**src/rtl/alu_seq_pkg.sv**
```systemverilog
// alu_seq_pkg: ALU opcode and condition encodings, NZCV bit indices, sequencer states, opcode classifiers
package alu_seq_pkg;
  localparam logic [3:0] OP_AND = 4'h0, OP_EOR = 4'h1, OP_SUB = 4'h2, OP_RSB = 4'h3;
  localparam logic [3:0] OP_ADD = 4'h4, OP_ADC = 4'h5, OP_SBC = 4'h6, OP_RSC = 4'h7;
  localparam logic [3:0] OP_TST = 4'h8, OP_TEQ = 4'h9, OP_CMP = 4'hA, OP_CMN = 4'hB;
  localparam logic [3:0] OP_ORR = 4'hC, OP_MOV = 4'hD, OP_BIC = 4'hE, OP_MVN = 4'hF;
  localparam logic [3:0] COND_EQ = 4'h0, COND_NE = 4'h1, COND_CS = 4'h2, COND_CC = 4'h3;
  localparam logic [3:0] COND_MI = 4'h4, COND_PL = 4'h5, COND_VS = 4'h6, COND_VC = 4'h7;
  localparam logic [3:0] COND_HI = 4'h8, COND_LS = 4'h9, COND_GE = 4'hA, COND_LT = 4'hB;
  localparam logic [3:0] COND_GT = 4'hC, COND_LE = 4'hD, COND_AL = 4'hE, COND_NV = 4'hF;
  localparam int FLAG_N = 3, FLAG_Z = 2, FLAG_C = 1, FLAG_V = 0;
  typedef enum logic [1:0] {IDLE, EXEC, RESP} state_t;
  function automatic logic is_test_op(input logic [3:0] op);
    return op inside {OP_TST, OP_TEQ, OP_CMP, OP_CMN};
  endfunction
  function automatic logic is_logical_op(input logic [3:0] op);
    return op inside {OP_AND, OP_EOR, OP_TST, OP_TEQ, OP_ORR, OP_MOV, OP_BIC, OP_MVN};
  endfunction
endpackage

```
**src/rtl/alu_cond_eval.sv**
```systemverilog
// alu_cond_eval: evaluates an ARM condition code against NZCV
module alu_cond_eval
  import alu_seq_pkg::*;
(
  input  logic [3:0] cond,
  input  logic [3:0] flags,
  output logic       pass
);
  logic n, z, c, v;
  logic [7:0] base;
  assign n = flags[FLAG_N];
  assign z = flags[FLAG_Z];
  assign c = flags[FLAG_C];
  assign v = flags[FLAG_V];
  assign base = {1'b1, !z && (n == v), n == v, c && !z, v, n, c, z};
  assign pass = base[cond[3:1]] ^ cond[0];
endmodule

```
**src/rtl/alu_op_sequencer.sv**
```systemverilog
// alu_op_sequencer: sequences one op per request through the external ALU; ALU_SEQ_PERF_CNT_EN adds perf_exec/perf_skip counters
module alu_op_sequencer
  import alu_seq_pkg::*;
#(
  parameter int DATA_W = 32,
  parameter int RD_W = 4
`ifdef ALU_SEQ_PERF_CNT_EN
  , parameter int CNT_W = 16
`endif
) (
  input  logic              clk,
  input  logic              rst_n,
  input  logic              req_valid,
  output logic              req_ready,
  input  logic [3:0]        req_op,
  input  logic [3:0]        req_cond,
  input  logic              req_s,
  input  logic [DATA_W-1:0] req_a,
  input  logic [DATA_W-1:0] req_b,
  input  logic [RD_W-1:0]   req_rd,
  output logic [DATA_W-1:0] alu_a,
  output logic [DATA_W-1:0] alu_b,
  output logic [3:0]        alu_op,
  output logic              alu_cin,
  input  logic [DATA_W-1:0] alu_result,
  input  logic              alu_n,
  input  logic              alu_z,
  input  logic              alu_c,
  input  logic              alu_v,
  output logic              res_valid,
  input  logic              res_ready,
  output logic              res_wb_en,
  output logic [RD_W-1:0]   res_rd,
  output logic [DATA_W-1:0] res_data,
  output logic [3:0]        flags
`ifdef ALU_SEQ_PERF_CNT_EN
  , output logic [CNT_W-1:0] perf_exec
  , output logic [CNT_W-1:0] perf_skip
`endif
);
  state_t state, state_nx;
  logic [3:0] h_cond;
  logic h_s;
  logic [RD_W-1:0] h_rd;
  logic pass, upd;
  logic [3:0] flags_nx;
  alu_cond_eval u_cond (.cond(h_cond), .flags(flags), .pass(pass));
  assign alu_cin = flags[FLAG_C];
  assign upd = pass && (h_s || is_test_op(alu_op));
  assign flags_nx = is_logical_op(alu_op) ? {alu_n, alu_z, flags[FLAG_C], flags[FLAG_V]}
                                          : {alu_n, alu_z, alu_c, alu_v};
  always_ff @(posedge clk or negedge rst_n)
    if (!rst_n) state <= IDLE;
    else state <= state_nx;
  always_comb begin
    state_nx = state;
    req_ready = 1'b0;
    res_valid = 1'b0;
    case (state)
      IDLE: begin
        req_ready = 1'b1;
        state_nx = req_valid ? EXEC : IDLE;
      end
      EXEC: state_nx = RESP;
      RESP: begin
        res_valid = 1'b1;
        state_nx = res_ready ? IDLE : RESP;
      end
      default: state_nx = IDLE;
    endcase
  end
  always_ff @(posedge clk or negedge rst_n)
    if (!rst_n) begin
      alu_a <= '0;
      alu_b <= '0;
      alu_op <= '0;
      h_cond <= '0;
      h_s <= 1'b0;
      h_rd <= '0;
      res_wb_en <= 1'b0;
      res_rd <= '0;
      res_data <= '0;
      flags <= '0;
    end else if (state == IDLE && req_valid) begin
      alu_a <= req_a;
      alu_b <= req_b;
      alu_op <= req_op;
      h_cond <= req_cond;
      h_s <= req_s;
      h_rd <= req_rd;
    end else if (state == EXEC) begin
      res_wb_en <= pass && !is_test_op(alu_op);
      res_rd <= h_rd;
      res_data <= alu_result;
      flags <= upd ? flags_nx : flags;
    end
`ifdef ALU_SEQ_PERF_CNT_EN
  always_ff @(posedge clk or negedge rst_n)
    if (!rst_n) begin
      perf_exec <= '0;
      perf_skip <= '0;
    end else if (state == EXEC) begin
      perf_exec <= pass && !(&perf_exec) ? perf_exec + 1'b1 : perf_exec;
      perf_skip <= !pass && !(&perf_skip) ? perf_skip + 1'b1 : perf_skip;
    end
`endif
endmodule
```
**config.mk**
```make
export PLATFORM = sky130hd
export DESIGN_NAME = alu_op_sequencer
export DESIGN_NICKNAME = d
export VERILOG_FILES = /design/src/rtl/alu_seq_pkg.sv /design/src/rtl/alu_cond_eval.sv /design/src/rtl/alu_op_sequencer.sv
export SDC_FILE = /design/constraint.sdc
export NUM_CORES = 1
export LEC_CHECK = 0
export ABC_CLOCK_PERIOD_IN_PS = 2100
export CAP_MARGIN = 20
export CORE_MARGIN = 1
export CORE_UTILIZATION = 30
export CTS_CLUSTER_SIZE = 25
export DETAILED_ROUTE_END_ITERATION = 10
export PLACE_DENSITY_LB_ADDON = 0.15
export SLEW_MARGIN = 40
export SYNTH_ARGS = -nofsm -noshare
export SYNTH_HDL_FRONTEND = slang
export SYNTH_SLANG_ARGS = --single-unit
```
**constraint.sdc**
```tcl
create_clock -name clk -period 2.1 [get_ports clk]
set_input_delay 0.42 -clock clk [delete_from_list [all_inputs] [get_ports clk]]
set_output_delay 0.42 -clock clk [all_outputs]
set_load 0.05 [all_outputs]
```
==> flow_summary.json <==
{
  "grt_pass1_vias": 3765,
  "diodes": 0,
  "drtPass1Iterations": 8,
  "start_kind": "flop",
  "synth.area.mux_share_pct": 20.4,
  "tightestPinTransition_ns": 0.554,
  "powerDensity_nw_per_um2": 2000,
  "antenna_found_initial": 0,
  "fin_area_um2": 7670,
  "netlist_instances": 353,
  "cap_violations": 0,
  "finalSetupTns_ns": 0,
  "worstSetupEndpointType": "output pin",
  "violations": "design-rule violations",
  "avgViaCountPerCell": 4.49,
  "fp.dieArea_um2": 15700,
  "min_period_ns": 2.03,
  "hold_class": "in -> async",
  "syn_nets": 470,
  "grt_pass1_wl_um": 19600,
  "clock_sinks": 120,
  "synth_area_per_cell_um2": 12.9,
  "irDropWorstVdd_uv": 1180,
  "drtAntennaViolNets": 0,
  "grt_max_degree": 55,
  "die_height_um": 125,
  "slew_violations": 0,
  "root_buffer": "clkbuf_16",
  "dp_hpwl_um": 8610,
  "synth_adder_area_share_pct": 0,
  "grt_overflow": 0,
  "finalNetCount": 706,
  "globalRouteMet1Util_pct": 18.2,
  "syn_to_final_growth_pct": 67.9,
  "cpMaxStageDelayCell": "clkdlybuf4s50_1",
  "fillCellCount": 1285,
  "dp_slack_ns": 0.0769,
  "required_ns": 1.68,
  "cts_max_level": 4,
  "drc_errors": 14,
  "io_pins": 229,
  "hold_ws_ns": 0.453,
  "fmax_ghz": 0.493,
  "r2r_start": "h_cond[1]$_DFFE_PN0P_",
  "start_util_pct": 31.1,
  "path_cells": "clkdlybuf4s50_1",
  "clkLatencyLatePin_ns": 0.41,
  "startpoint": "alu_b[23]$_DFFE_PN0P_",
  "grt_usage_pct": 16.4,
  "cp_num_cells": 1,
  "path_class": "reg -> out",
  "io_buffers": 228,
  "cts_tree": "built",
  "cp.buffers_inverters": 1,
  "synth_warnings": 0,
  "synth_compound_gate_area_share_pct": 1.34,
  "synth-xor-area-share_pct": 0.384,
  "status": "finished, violations left",
  "vias": 3519,
  "drt_first_iter_violations": 146,
  "r2r_cells": 6,
  "cts_buffer_depth": 2,
  "r2r_end": "flags[2]$_DFFE_PN0P_",
  "die_x_um": 125,
  "use_met2_pct": 28.3,
  "setup_slack_ns": 0.0702,
  "yosys.area_share.simple_pct": 10.4,
  "wire_per_inst_um": 15.4,
  "fin_crit_sh_pct": 96.7,
  "cts_made_buffers": 17,
  "rsz0062_at_grt": "no",
  "syn_area_um2": 4570,
  "place_area_um2": 7100,
  "post_route_cells_drive_above_1_share_pct": 19.3,
  "p_leak_nw": 3.34,
  "synth_top_family_by_area": "multiplexers",
  "crit_path_max_fanout": 2,
  "use_met3_pct": 5.48,
  "synth_cell_types": 24,
  "clkTransAtPathRegs_ns": 0.05,
  "place_congestion": 0.750,
  "rrSetupSlack_ns": 0.19,
  "core_area_um2": 14700,
  "cp.arrival_ns": 1.61,
  "relSlewSlack_pct": 62.9,
  "worstSetupEndpoint": "alu_b[23]",
  "hold_viol": 0,
  "finalSetupViolCount": 0,
  "critPathMaxStageDelay_ns": 0.83,
  "busiest_layer": "met2",
  "synth_seq_cells": 120,
  "num_rows": 44,
  "drt_wl_total_um": 12000,
  "clock_skew_ns": 0.00951,
  "yosysSeqAreaShare_pct": 65.8,
  "cp_top_family": "buffers and inverters"
}
## flip-flops by register name, indices dropped and copies added (netlist names)
register / count
alu_a: 32
alu_b: 32
alu_op: 4
flags: 4
h_cond: 4
h_rd: 4
h_s: 1
res_data: 32
res_rd: 4
res_wb_en: 1
state: 2
## where the power goes
part	internal [mW]	leakage (nW)	switching (mW)
sequential	3.48	1.43	0.683
combinational	3.03	1.63	5.37
clock	1.80	0.277	0.946
total	8.31	3.34	7.00
## Yosys cell counts
master / number / share of area (%)
dfrtp_1: 120 / 66
nand2_1: 109 / 9.0
mux2_2: 77 / 19
clkbuf_1: 8 / 0.66
buf_1: 5 / 0.41
buf_2: 4 / 0.44
mux2_1: 4 / 0.99
nor2b_1: 4 / 0.55
nor2_1: 3 / 0.25
a22o_1: 2 / 0.38
mux2i_1: 2 / 0.44
nand2b_1: 2 / 0.27
o21ai_0: 2 / 0.22
a2111oi_0: 1 / 0.19
a21oi_1: 1 / 0.11
a31oi_1: 1 / 0.14
and2_1: 1 / 0.14
buf_4: 1 / 0.16
inv_1: 1 / 0.082
nor4b_1: 1 / 0.19
o211ai_1: 1 / 0.16
o22ai_1: 1 / 0.14
xnor2_1: 1 / 0.19
xor2_1: 1 / 0.19
## how the worst min path moves through the flow
stage	start	end	cells after the start
6_report	rst_n	alu_a[14]$_DFFE_PN0P_	2
5_1_grt	rst_n	alu_a[14]$_DFFE_PN0P_	2
4_1_cts	rst_n	alu_a[14]$_DFFE_PN0P_	2
3_5_place_dp	rst_n	alu_a[14]$_DFFE_PN0P_	1
3_3_place_gp	rst_n	alu_a[17]$_DFFE_PN0P_	1
2_1_floorplan	rst_n	alu_a[0]$_DFFE_PN0P_	0
## per-stage QoR
step,power [mW],instances,util [%]
after floorplan,9.69,353,-
final,15.3,784,52.2
after detailed placement,12.7,753,48.3
after CTS,15.5,784,52.1
after global placement,12.6,753,48.3
after global routing,16.1,784,52.2
## metal layers
metal / wire length [um] / vias up
li1: - / 1644
met4: 245 / 0
met2: 6160 / 133
met5: 0 / -
met3: 853 / 14
met1: 4780 / 1728
## cell families after synthesis
group,after synthesis
muxes,83
and+or+nand+nor,120
buffers and inverters,19
xor gates and xnor gates,2
DFF,120
AOI/OAI and AO/OA,9
## area by class of cell
type                       count  area [um^2]  area share (%)
timing repair buffer         235         2360            30.8
inverter                       1         3.75          0.0490
tap                          184          230            3.00
clock buffer                  28          527            6.87
clock inverter                 2         35.0           0.457
sequential                   120         3000            39.2
multi-input combinational    214         1510            19.7
## what timing repair did
action | CTS | global route
hold endpoints to repair | 22 | 0
setup endpoints to repair | 7 | 2
resized for setup | 7 | 1
setup buffers | 0 | 0
hold buffers | 1 | 0
## cell usage in the layout, fill, tap and decap left out, types with 2 or more instances in the layout
cell type and instances:
o21ai_0 2, nor2_1 2, clkbuf_8 6, clkbuf_16 17, nor2b_1 3, buf_4 6
mux2_2 77, buf_12 3, mux2i_1 2, a22o_1 2, dlygate4sd2_1 7, mux2_1 4
clkbuf_1 5, clkdlybuf4s50_1 218, nand2_1 109, dfrtp_1 120
Power figures use the tool's default switching activity.
